**config.mk**
```make
export PLATFORM = sky130hd
export DESIGN_NAME = alu_share_arbiter
export DESIGN_NICKNAME = d
export VERILOG_FILES = /design/src/rtl/alu_share_arbiter.sv
export SDC_FILE = /design/constraint.sdc
export NUM_CORES = 1
export LEC_CHECK = 0
export CAP_MARGIN = 20
export CORE_MARGIN = 5
export CORE_UTILIZATION = 40
export DETAILED_ROUTE_END_ITERATION = 16
export PLACE_DENSITY = 0.78
export SETUP_SLACK_MARGIN = 0.02
export SLEW_MARGIN = 20
export SYNTH_ARGS = -nofsm -noshare
export SYNTH_HDL_FRONTEND = slang
export SYNTH_SLANG_ARGS = --single-unit
```
**constraint.sdc**
```tcl
create_clock -name clk -period 2.1 [get_ports clk]
set_clock_uncertainty 0.05 [all_clocks]
set_input_delay 0.42 -clock clk [delete_from_list [all_inputs] [get_ports clk]]
set_output_delay 0.42 -clock clk [all_outputs]
set_load 0.02 [all_outputs]
```
**src/rtl/alu_share_arbiter.sv**
```systemverilog
// Two-port round-robin arbiter sharing one combinational ALU.
// Operands are registered on accept, and the result is returned on the owner's response channel.
//
//  state | meaning
//  IDLE  | no operation in flight; the granted requester sees req*_ready
//  EXEC  | alu_* driven from registers; result captured at the end of this cycle
//  RESP  | owner's rsp_valid high, result held until rsp_ready
module alu_share_arbiter #(
    parameter int DATA_W = 32,
    parameter int OP_W   = 4
) (
    input  logic              clk,
    input  logic              rst_n,
    input  logic              req0_valid,
    output logic              req0_ready,
    input  logic [OP_W-1:0]   req0_op,
    input  logic [DATA_W-1:0] req0_a,
    input  logic [DATA_W-1:0] req0_b,
    output logic              rsp0_valid,
    input  logic              rsp0_ready,
    output logic [DATA_W-1:0] rsp0_result,
    output logic              rsp0_zero,
    input  logic              req1_valid,
    output logic              req1_ready,
    input  logic [OP_W-1:0]   req1_op,
    input  logic [DATA_W-1:0] req1_a,
    input  logic [DATA_W-1:0] req1_b,
    output logic              rsp1_valid,
    input  logic              rsp1_ready,
    output logic [DATA_W-1:0] rsp1_result,
    output logic              rsp1_zero,
    output logic [OP_W-1:0]   alu_op,
    output logic [DATA_W-1:0] alu_a,
    output logic [DATA_W-1:0] alu_b,
    input  logic [DATA_W-1:0] alu_result,
    input  logic              alu_zero,
    output logic              busy
);

    typedef enum logic [1:0] {
        ST_IDLE,
        ST_EXEC,
        ST_RESP
    } state_t;

    state_t            state_q, state_d;
    logic              owner_q, owner_d;
    logic              last_grant_q, last_grant_d;
    logic [OP_W-1:0]   alu_op_q, alu_op_d;
    logic [DATA_W-1:0] alu_a_q, alu_a_d;
    logic [DATA_W-1:0] alu_b_q, alu_b_d;
    logic [DATA_W-1:0] rsp0_result_q, rsp0_result_d;
    logic [DATA_W-1:0] rsp1_result_q, rsp1_result_d;
    logic              rsp0_zero_q, rsp0_zero_d;
    logic              rsp1_zero_q, rsp1_zero_d;

    logic idle;
    logic any_req;
    logic grant_port;
    logic owner_rsp_ready;

    assign idle            = (state_q == ST_IDLE);
    assign any_req         = req0_valid | req1_valid;
    // Under contention the port that did not win last time goes next.
    assign grant_port      = (req0_valid && req1_valid) ? ~last_grant_q : req1_valid;
    assign owner_rsp_ready = owner_q ? rsp1_ready : rsp0_ready;

    // rst_n gates ready so it stays low while reset is held, even with valid high.
    assign req0_ready  = rst_n && idle && req0_valid && !grant_port;
    assign req1_ready  = rst_n && idle && req1_valid && grant_port;
    assign rsp0_valid  = (state_q == ST_RESP) && !owner_q;
    assign rsp1_valid  = (state_q == ST_RESP) && owner_q;
    assign busy        = !idle;
    assign alu_op      = alu_op_q;
    assign alu_a       = alu_a_q;
    assign alu_b       = alu_b_q;
    assign rsp0_result = rsp0_result_q;
    assign rsp0_zero   = rsp0_zero_q;
    assign rsp1_result = rsp1_result_q;
    assign rsp1_zero   = rsp1_zero_q;

    always_comb begin
        state_d       = state_q;
        owner_d       = owner_q;
        last_grant_d  = last_grant_q;
        alu_op_d      = alu_op_q;
        alu_a_d       = alu_a_q;
        alu_b_d       = alu_b_q;
        rsp0_result_d = rsp0_result_q;
        rsp0_zero_d   = rsp0_zero_q;
        rsp1_result_d = rsp1_result_q;
        rsp1_zero_d   = rsp1_zero_q;
        case (state_q)
            ST_IDLE: begin
                if (any_req) begin
                    state_d      = ST_EXEC;
                    owner_d      = grant_port;
                    last_grant_d = grant_port;
                    alu_op_d     = grant_port ? req1_op : req0_op;
                    alu_a_d      = grant_port ? req1_a  : req0_a;
                    alu_b_d      = grant_port ? req1_b  : req0_b;
                end
            end
            ST_EXEC: begin
                state_d = ST_RESP;
                if (owner_q) begin
                    rsp1_result_d = alu_result;
                    rsp1_zero_d   = alu_zero;
                end else begin
                    rsp0_result_d = alu_result;
                    rsp0_zero_d   = alu_zero;
                end
            end
            ST_RESP: begin
                if (owner_rsp_ready) begin
                    state_d = ST_IDLE;
                end
            end
            default: begin
                state_d = ST_IDLE;
            end
        endcase
    end

    always_ff @(posedge clk or negedge rst_n) begin
        if (!rst_n) begin
            state_q       <= ST_IDLE;
            owner_q       <= 1'b0;
            last_grant_q  <= 1'b1;
            alu_op_q      <= '0;
            alu_a_q       <= '0;
            alu_b_q       <= '0;
            rsp0_result_q <= '0;
            rsp0_zero_q   <= 1'b0;
            rsp1_result_q <= '0;
            rsp1_zero_q   <= 1'b0;
        end else begin
            state_q       <= state_d;
            owner_q       <= owner_d;
            last_grant_q  <= last_grant_d;
            alu_op_q      <= alu_op_d;
            alu_a_q       <= alu_a_d;
            alu_b_q       <= alu_b_d;
            rsp0_result_q <= rsp0_result_d;
            rsp0_zero_q   <= rsp0_zero_d;
            rsp1_result_q <= rsp1_result_d;
            rsp1_zero_q   <= rsp1_zero_d;
        end
    end

endmodule

```
Yosys cells after proc, flatten, opt, wreduce, memory -nomap -nowiden

Index checks and enable logic that the tools add are counted.

Register bits: 138
Bits in latches: 0
RAM bits: 0
ROM bits: 0
Bits of input ports: 175
Output and inout port bits: 139
Memories: 0

Add/sub/neg operators: 0
$mul: 0
Div/mod/pow operators: 0
Magnitude comparators: 0
Equal/unequal tests: 4
Shift operators: 0
Multiplexer cells: 8
Bitwise operators: 3
Reduce and logical (&&, ||, !) cells: 16

Operators by type and width:

| cell                 | count |
|---|---|
| $mux W32             | 2 |
| $logic_and A1 B1 Y1  | 8 |
| $reduce_and A2 Y1    | 4 |
| $pmux W2 S3          | 1 |
| $mux W2              | 2 |
| $mux W4              | 1 |
| $logic_not A1 Y1     | 3 |
| $eq A2 B1 Y1 const B | 1 |
| $eq A2 B2 Y1 const B | 1 |
| $logic_not A2 Y1     | 1 |
| $mux W1              | 2 |
| $ne A2 B1 Y1 const B | 1 |
| $ne A2 B2 Y1 const B | 1 |
| $not A1 Y1           | 2 |
| $or A1 B1 Y1         | 1 |

Longest topological paths before layout

Word-level depth: 4
Gate-level depth with buffers: 5
Gate-level depth less buffers: 3

Worst setup path before layout

Ideal clock, no wire load.

Path type: register to output
From: reg last_grant_q
To: out req0_ready
Arrival: 1.259 ns
Data required time: 1.630 ns
Slack: 0.371 ns
Cell stages (with the launch flop): 5
Buffers on the path: 2
Cell sequence: dfstp_2 -> a21bo_1 -> buf_6 -> buf_6 -> and4_1

Word-level cells in the longest chain between the ends: 4

RTL lines:

| item                   | line | text |
|---|---|---|
| start, declared        | 48   | `logic last_grant_q, last_grant_d;` |
| start signal, assigned | 140  | `last_grant_q <= last_grant_d;` |
| $not A1 Y1             | 65   | `assign grant_port = (req0_valid && req1_valid) ? ~last_grant_q : req1_valid;` |
| $mux W1                | 65   |  |
| $logic_not A1 Y1       | 69   | `assign req0_ready = rst_n && idle && req0_valid && !grant_port;` |
| $logic_and A1 B1 Y1    | 69   |  |
| end, declared          | 15   | `output logic req0_ready,` |

No other way between the ends.

Final worst setup path

From: in req1_valid
To: out req0_ready

Word-level cells in the longest chain between the ends: 4

RTL lines:

| item                  | line | text |
|---|---|---|
| start, declared       | 23   | `input logic req1_valid,` |
| $logic_and A1 B1 Y1   | 65   |  |
| $mux W1 *             | 65   |  |
| $logic_not A1 Y1 *    | 69   |  |
| $logic_and A1 B1 Y1 * | 69   |  |

Mark *: on every way between the ends. The rest lies on a longest branch, timed or not.

==> impl_results.md <==
- Status: completed
- Fraction of layout instances using a drive strength above 1: 36.2%
- Worst Setup Start Kind: input pin
- Synth Instances: 382
- # DRC: 0
- Core area: 0.0159 mm²
- Initial antenna violation count: 0
- Gpl congestion: 0.782
- Full die area: 0.0190 mm²
- CTS sink cnt: 138
- Max incr delay on CP: 0.48 ns
- Clk_lat worst skew: 0.41 ns
- HP Class: flip-flop to flip-flop
- WP buf/inv: 2
- VDD IR max: 0.725 mV
- Slowest-stage cell, CP: clkdlybuf4s50_1
- Area Growth Syn to Fin: 61.8%
- Post-synth EDFFs: 0
- Max_slew headroom: 51.0%
- Layout Utilization: 66.4%
- Endpoint class of the critical path: primary output
- Total grt overflow: 0
- Fill count: 1101
- Mean routed wirelength per cell: 19.4 µm
- Routed Antenna Nets: 0
- CP delay by family, top: buffers and inverters
- Final Hold Slack: 0.453 ns
- CP Data Required Time: 1.63 ns
- Gr usage total: 18.9%
- Max Cap Viol: 0
- Clk buf depth: 2
- Row count: 46
- Antenna Cells: 0
- Post-detail-place hpwl: 14400 µm
- Via Count: 4477
- Leakage: 4.69 nW
- Max Fclk: 509 MHz
- Die width: 138 µm
- Yosys warnings: 0
- Buffers on Ports: 313
- Sequential cell area: 0.00345 mm²
- Crit Path Max Fanout: 4
- Asr flop ratio synth: 100%
- Final hold viol count: 0
- CP cell instances: clkdlybuf4s50_1 > a21bo_4 > and4_1 > buf_2
- Syn nets: 557
- Part of the cycle the worst path needs: 93.6%
- Synth cell types: 21
- Commonest non-fill, non-tap cell in the layout: clkdlybuf4s50_1
- Clock-pin slew on the worst setup and hold paths: 0.06 ns
- Nets: 889
- RSZ-0062 raised after global routing: no
- Largest net degree at the start of global routing: 83
- Crit path DAT: 1.50 ns
- Initial core utilization: 41.1%
- Die Height: 138 µm
- First-pass GRT wire length: 27100 µm
- CTS tree: yes
- Crit Path Category: input pin to primary output
- Most frequent cells in the layout: clkdlybuf4s50_1, dfrtp_1, mux2_4
- Synth Register Bits: 138
- Mean Syn Cell Area: 17.1 µm²
- TritonCTS Buffers: 17
- Routed wire length: 18300 µm
- # setup viols final: 0
- Synthesized cell area: 0.00655 mm²
- Detailed Route Iter0 Violations: 108
- Ys flop type: dfrtp_1
- IO Pins: 314
- Power Density: 1580 mW/mm²
- Register area share after synthesis: 52.8%
- Via/cell ratio: 4.75
- Final Critical Period: 1.97 ns
- Measured slew at the worst slew-check pin: 0.735 ns
- Vias in the first global route: 5052
- Pins Over Slew Limit: 0
- Multi-input gate area: 0.00290 mm²
- DRT Pass-1 Iters: 4
- CTS HTree Levels: 4
- Clock Tree Root: clkbuf_16
cells by family after synthesis:
kind of cell / synth area share [%]
compound gates: 0.612
buf+inv: 3.23
flops: 52.8
mux: 42.6
simple gates: 0.765
power breakdown:
part / internal [W] / switching (W) / total, W
clock network: 0.00187 / 0.00112 / 0.00300
logic: 0.00504 / 0.00384 / 0.00888
registers: 0.00407 / 0.000827 / 0.00489
worst reg2reg max path: cells and delay by family (launching register included):
| family | cells | cell delay [ns] |
|---|---|---|
| flip-flops | 1 | 0.55 |
| AO/OA/AOI/OAI | 1 | 0.15 |
| multiplexers | 2 | 0.68 |
| buffers and inverters | 2 | 0.38 |
what timing repair did:
item | CTS | global route
setup buffers | 0 | 5
gates resized for setup | 10 | 3
setup endpoints to repair | 5 | 2
hold buffers | 1 | 0
endpoints found under the hold margin | 5 | 0
synth_stat cells, drive strengths merged (2+ instances only):
master	count	area, µm²
nor2	5	18.8
buf	22	200
inv	2	7.51
nand2b	2	12.5
dfrtp	137	3430
mux2	203	2790
metal layers:
layer | routed length [µm] | GRT usage (%) | vias up
li1 | - | - | 2038
met1 | 6650 | 20.3 | 2165
met2 | 9310 | 33.4 | 227
met3 | 1560 | 5.77 | 47
met4 | 728 | 9.39 | 0
met5 | 0 | 0 | -
final cells by class:
class                   instances  area share (%)
clock buffers                  18            4.05
flip-flops and latches        138            32.6
clock inverters                13            1.59
repair buffers                336            31.7
well taps                     216            2.55
multi-input cells             219            27.4
inverters                       2          0.0709
path summary, 6_finish.rpt:
check,slack [ns],cells past startpoint,end,from
min,0.45,1,rsp0_result[26],rsp0_result[26]
max reg2reg,0.17,5,alu_a[6],last_grant_q
min reg2reg,0.45,1,rsp0_result[26],rsp0_result[26]
max in group asynchronous,0.66,4,alu_a[24],rst_n
min in group asynchronous,0.47,3,state_q[1],rst_n
max,0.13,4,req0_ready,req1_valid
state kept, by name, summed over array words and instances (netlist names):
register and flops:
alu_a 32, alu_b 32, rsp0_result 32, rsp1_result 32
alu_op 4, state_q 2, last_grant_q 1, owner_q 1
rsp0_zero 1, rsp1_zero 1
per-stage QoR:
| step | instance area (µm²) | cells | TNS, ns | worst slack (ns) | total power (W) |
|---|---|---|---|---|---|
| 3_3_place_gp | 9950 | 905 | -8.66 | -0.300 | 0.0136 |
| 5_1_grt | 10600 | 942 | 0 | 0.0776 | 0.0176 |
| 3_5_place_dp | 9950 | 905 | -10.35 | -0.298 | 0.0139 |
| 4_1_cts | 10600 | 937 | 0 | 0.0237 | 0.0170 |
| 2_1_floorplan | 6550 | 382 | 0 | 0.371 | 0.00980 |
| 6_report | 10600 | 942 | 0 | 0.134 | 0.0168 |
Power figures use the tool's default switching activity.
==> edit 1, RTL diff (same settings) <==
The parameter `DATA_W` goes from 32 to 40.
--- a/src/rtl/alu_share_arbiter.sv
+++ b/src/rtl/alu_share_arbiter.sv
@@ -8,3 +8,3 @@
 module alu_share_arbiter #(
-    parameter int DATA_W = 32,
+    parameter int DATA_W = 40,
     parameter int OP_W   = 4
Ports: changed (9 resized); port bits go from 314 to 386. No check against the original RTL was run, so the function may have changed too.
==> edit 1 against the original RTL <==
- setup slack got worse by 0.029 ns
- area after synthesis increased by 15%
- sequential cell count increased by 32
- cell area increased by 16%
- wire length increased by 29%
- non-clock buffer count increased by 69
- sequential power increased by 21%
- power increased by 15%
- fmax decreased by 1.4%
- critical path depth unchanged
- final cell count increased by 18%
- critical path type unchanged
- critical endpoint is now req1_ready
==> edit 1: results (changes against the original RTL) <==
STATUS
----------------------------------------------------------------------------------
Outcome                                                                  completed

GRT
----------------------------------------------------------------------------------
Global routing usage summed across all routing layers                        21.7%   +2.8 points
Number of global-route vias before repair                                     6364   +26%
Global Route met2 Usage                                                      38.0%   +4.6 points
First-pass GRT wire length                                                 36.5 mm   +35%
Global routing met3 resource utilization                                     8.30%   +2.5 points
Number of antenna violations at the first check in global routing                1   +1
Maximum number of pins on one net before global-route repair                    81   -2.4%
Met1 routing resource usage after global routing                             23.3%   +3.0 points

POWER
----------------------------------------------------------------------------------
Power in sequential cells                                                  5930 uW   +21%
Power density relative to cell area                                   1570 mW/mm^2   -0.75%
Total leakage power                                                     0.00515 uW   +9.7%
Clock group power                                                          3120 uW   +4%
Internal power component                                                  12300 uW   +12%
Peak supply drop                                                            797 uV   +9.9%

YOSYS
----------------------------------------------------------------------------------
Sequential share of the synthesized area                                     56.4%   +3.6 points
Synthesized cell area                                                 0.00755 sq mm   +15%
Synthesized netlist cell count                                                 468   +23%
Most frequent cells after synthesis                                   202 x sky130_fd_sc_hd__mux2_2, 169 x sky130_fd_sc_hd__dfrtp_1, 47 x sky130_fd_sc_hd__mux2_4
Top cells by area, synth                                              sky130_fd_sc_hd__dfrtp_1 56%, sky130_fd_sc_hd__mux2_2 30%, sky130_fd_sc_hd__mux2_4 9.4%, sky130_fd_sc_hd__buf_2 1.2%, sky130_fd_sc_hd__buf_6 0.90%
Post-synth net total                                                           683   +23%

ROUTE
----------------------------------------------------------------------------------
Met3 wirelength from detailed routing                                      1.99 mm   +28%
Initial DRT Pass Iterations                                                      4   unchanged
Routed vias/inst                                                              4.95   +4.2%
Mean routed wirelength per cell                                            21.2 um   +9.6%
DRT met1 WL                                                                8.44 mm   +27%
Number of DRC markers after the initial detailed-route iteration               105   -2.8%
Count of unresolved DRC violations after routing                                 0   unchanged
WL met2                                                                    12.3 mm   +32%
Via total after detailed routing                                              5503   +23%

PLACED DESIGN
----------------------------------------------------------------------------------
Final HPWL from detailed placement                                         18.6 mm   +30%
Worst setup slack before clock tree synthesis                            -0.348 ns   -0.0505 ns
Instance area at placement                                            0.0117 sq mm   +18%
Placed cells                                                                  1077   +19%
Number of port buffers                                                         385   +23%
GPL Wtd Cong                                                                 0.820   +4.9%

TIMING
----------------------------------------------------------------------------------
Worst Hold Margin                                                         0.453 ns   -0.0000570 ns
Remaining max-slew budget at the tightest pin                                50.4%   -0.65 points
Least setup slack across all paths after layout                           0.105 ns   -0.0286 ns

CRITICAL PATH
----------------------------------------------------------------------------------
Cell with the largest stage delay on the worst path                   sky130_fd_sc_hd__clkdlybuf4s50_1
Crit path arrival time                                                     1.52 ns   +0.02 ns
CP max FO                                                                        4   unchanged
Worst R2R Setup Slack                                                      0.15 ns   -0.02 ns

FINAL LAYOUT
----------------------------------------------------------------------------------
Share of final-layout standard cells stronger than drive strength 1          35.0%   -1.2 points
Filler cell count                                                             1362   +24%

edit 1: changes by cell type after synthesis:
cell                      change
sky130_fd_sc_hd__buf_2       +11
sky130_fd_sc_hd__buf_4        -3
sky130_fd_sc_hd__buf_6        +4
sky130_fd_sc_hd__buf_8        -6
sky130_fd_sc_hd__dfrtp_1     +32
sky130_fd_sc_hd__mux2_1       +2
sky130_fd_sc_hd__mux2_2     +133
sky130_fd_sc_hd__mux2_4      -87
sky130_fd_sc_hd__or2_1        -1
sky130_fd_sc_hd__or2_2        +1
edit 1: timing repair:
action / in CTS / in global routing
pin swaps: 0 / 0
gates resized for setup: 10 / 1
endpoints found under the hold margin: 29 / 0
setup endpoints to repair: 5 / 1
hold buffers: 1 / 0
edit 1: cells by family after synthesis:
group	after synthesis	synth area share [%]
muxes	251	39.8
and+or+nand+nor	10	0.663
AOI/OAI and AO/OA	6	0.531
buffers and inverters	31	2.64
DFF	170	56.4
edit 1: final timing paths:
check | startpoint | to | cells after the start
worst min-delay path | rsp1_result[18] | rsp1_result[18] | 1
worst min register to register | rsp1_result[18] | rsp1_result[18] | 1
min in group asynchronous | rst_n | alu_a[16] | 3
worst max-delay path | req1_valid | req1_ready | 4
worst max register to register | last_grant_q | alu_a[18] | 4
max in group asynchronous | rst_n | rsp1_result[15] | 4
edit 1: final cells by class:
cell class / instances / area, sq um / share of cell area (%)
diodes: 1 / 2.50 / 0.0203
clock buffers: 18 / 429 / 3.49
clock inverters: 14 / 153 / 1.24
inverters: 2 / 7.51 / 0.0610
multi-input cells: 267 / 3110 / 25.3
flip-flops and latches: 170 / 4260 / 34.6
well taps: 234 / 293 / 2.38
repair buffers: 405 / 4060 / 33.0
==> edit 2, RTL diff (same settings) <==
Without the edit above. Encoding of `state_t`: now one-hot (3 bits for 3 states).
--- a/src/rtl/alu_share_arbiter.sv
+++ b/src/rtl/alu_share_arbiter.sv
@@ -39,6 +39,6 @@
 
-    typedef enum logic [1:0] {
-        ST_IDLE,
-        ST_EXEC,
-        ST_RESP
+    typedef enum logic [2:0] {
+        ST_IDLE = 3'b001,
+        ST_EXEC = 3'b010,
+        ST_RESP = 3'b100
     } state_t;
Function: same outputs for any inputs over 4 cycles, from zero or initial values and one cycle with rst_n low; so few cycles prove little.
==> edit 2 against the original RTL <==
- the flow now finishes with violations (negative setup slack)
- sequential cell count is 1 higher
- wire length is 9.3% higher
- final cell count is 3.0% lower
- power is 2.8% lower
- cell area is 6.9% lower
- area after synthesis is 11% lower
- non-clock buffer count is 2 lower
- setup slack worse by 0.18 ns
- critical path type is now reg2out
==> edit 2: results (changes against the original RTL) <==
STATUS
--------------------------------------------------------------------------------
Outcome                                                             complete, but fails checks
Violations in the final reports                                     negative setup slack

GRT
--------------------------------------------------------------------------------
Maximum number of pins on one net before global-route repair                  76   -8.4%
Number of global-route vias before repair                                   5354   +6.0%
Global routing usage summed across all routing layers                      22.6%   +3.8 points
Number of antenna violations at the first check in global routing              1   +1
First-pass GRT wire length                                               29.5 mm   +9.1%

ROUTE
--------------------------------------------------------------------------------
Routed vias/inst                                                            5.46   +15%
Routed Wire Length                                                       19.9 mm   +9.3%
Mean routed wirelength per cell                                          21.8 um   +13%

TIMING
--------------------------------------------------------------------------------
Least setup slack across all paths after layout                       -0.0463 ns   -0.180 ns
Final setup violation count                                                    1   +1
Worst Hold Margin                                                       0.153 ns   -0.300 ns

YOSYS
--------------------------------------------------------------------------------
Synthesized netlist cell count                                               410   +7.3%
Top cells by area, synth                                            sky130_fd_sc_hd__dfrtp_1 59%, sky130_fd_sc_hd__mux2_2 13%, sky130_fd_sc_hd__a2bb2oi_1 10%, sky130_fd_sc_hd__o32ai_1 10%, sky130_fd_sc_hd__clkbuf_1 1.4%
Post-synth net total                                                         585   +5.0%
Count of cell types in the netlist                                            25   +19%

PLACED DESIGN
--------------------------------------------------------------------------------
Final HPWL from detailed placement                                       13.8 mm   -4.1%
Placed cells                                                                 877   -3.1%
GPL Wtd Cong                                                               0.833   +6.5%

POWER
--------------------------------------------------------------------------------
Total leakage power                                                   0.00392 uW   -17%

CRITICAL PATH
--------------------------------------------------------------------------------
CP max FO                                                                      3   -1
Launch instance of the worst register-to-register path                state_q[0]
Longest individual stage delay on the worst path                         0.54 ns   +0.06 ns
Number of cells on the worst reg-to-reg path                                   7   +2
Element type at the critical path start                                flip-flop
Crit path arrival time                                                   1.68 ns   +0.18 ns
Worst R2R Setup Slack                                                    0.13 ns   -0.04 ns
Destination of the worst register-to-register timing path               alu_b[7]
Cell with the largest stage delay on the worst path                 sky130_fd_sc_hd__dfstp_2

FINAL LAYOUT
--------------------------------------------------------------------------------
Filler cell count                                                           1024   -7.0%
Post-layout net count                                                        893   +0.45%

## edit 2: power breakdown
group          internal (uW)  switching (uW)  leakage, uW
clock                   1910            1100     0.000291
sequential              4040             755      0.00160
combinational           4390            4110      0.00203
total                  10300            5960      0.00392
## edit 2: how the worst max path moves through the flow
stage / cells after the start / endpoint / slack (ns) / start
2_1_floorplan: 4 / req0_ready / 0.07 / state_q[0]
3_3_place_gp: 5 / req1_ready / -0.33 / req0_valid
3_5_place_dp: 5 / req1_ready / -0.32 / req0_valid
4_1_cts: 5 / req0_ready / -0.06 / state_q[0]
5_1_grt: 5 / req0_ready / -0.16 / state_q[0]
6_report: 5 / req0_ready / -0.05 / state_q[0]
## edit 2: critical path, delay by kind of cell, from the launching register on
family | cells | cell delay (ns)
flops | 1 | 0.54
simple gates | 3 | 0.47
buf+inv | 2 | 0.25
## edit 2: layer usage
metal	GRT usage [%]	share of wire, %	wire length (um)
met5	0	0	0
met4	8.17	1.9	381
met3	10.1	11	2280
met2	38.2	50	9990
met1	25.4	37	7290
## edit 2: kinds of logic after synthesis
kind of cell / after synthesis / share of synthesized area, %
flip-flops: 139 / 59.9
multiplexers: 67 / 13.0
buffers and inverters: 48 / 4.17
AO/OA/AOI/OAI: 143 / 21.2
AND/OR/NAND/NOR: 13 / 1.74
## edit 2: area by class of cell
| class | count | area [sq um] | area share [%] |
|---|---|---|---|
| Sequential cell | 139 | 3480 | 35.3 |
| Timing Repair Buffer | 334 | 3390 | 34.4 |
| Multi-Input combinational cell | 223 | 2140 | 21.7 |
| Clock buffer | 19 | 453 | 4.59 |
| Tap cell | 184 | 230 | 2.34 |
| Clock inverter | 11 | 146 | 1.48 |
| Inverter | 3 | 11.3 | 0.114 |
| Antenna cell | 1 | 2.50 | 0.0254 |
## edit 2: repair_timing
action | in CTS | in global routing
gates cloned | 0 | 2
hold buffers | 0 | 0
setup buffers | 0 | 4
pin swaps | 1 | 1
setup endpoints to repair | 75 | 71
gates resized for setup | 33 | 13
endpoints found under the hold margin | 0 | 0
## edit 2: per-stage QoR
stage / worst slack, ns / TNS (ns) / cell area [sq um]
global placement: -0.329 / -13.23 / 9110
floorplan: 0.0702 / 0 / 5810
detailed placement: -0.317 / -17.08 / 9110
finish: -0.0463 / -0.0463 / 9860
global route: -0.165 / -0.412 / 9860
CTS: -0.0619 / -0.0619 / 9730
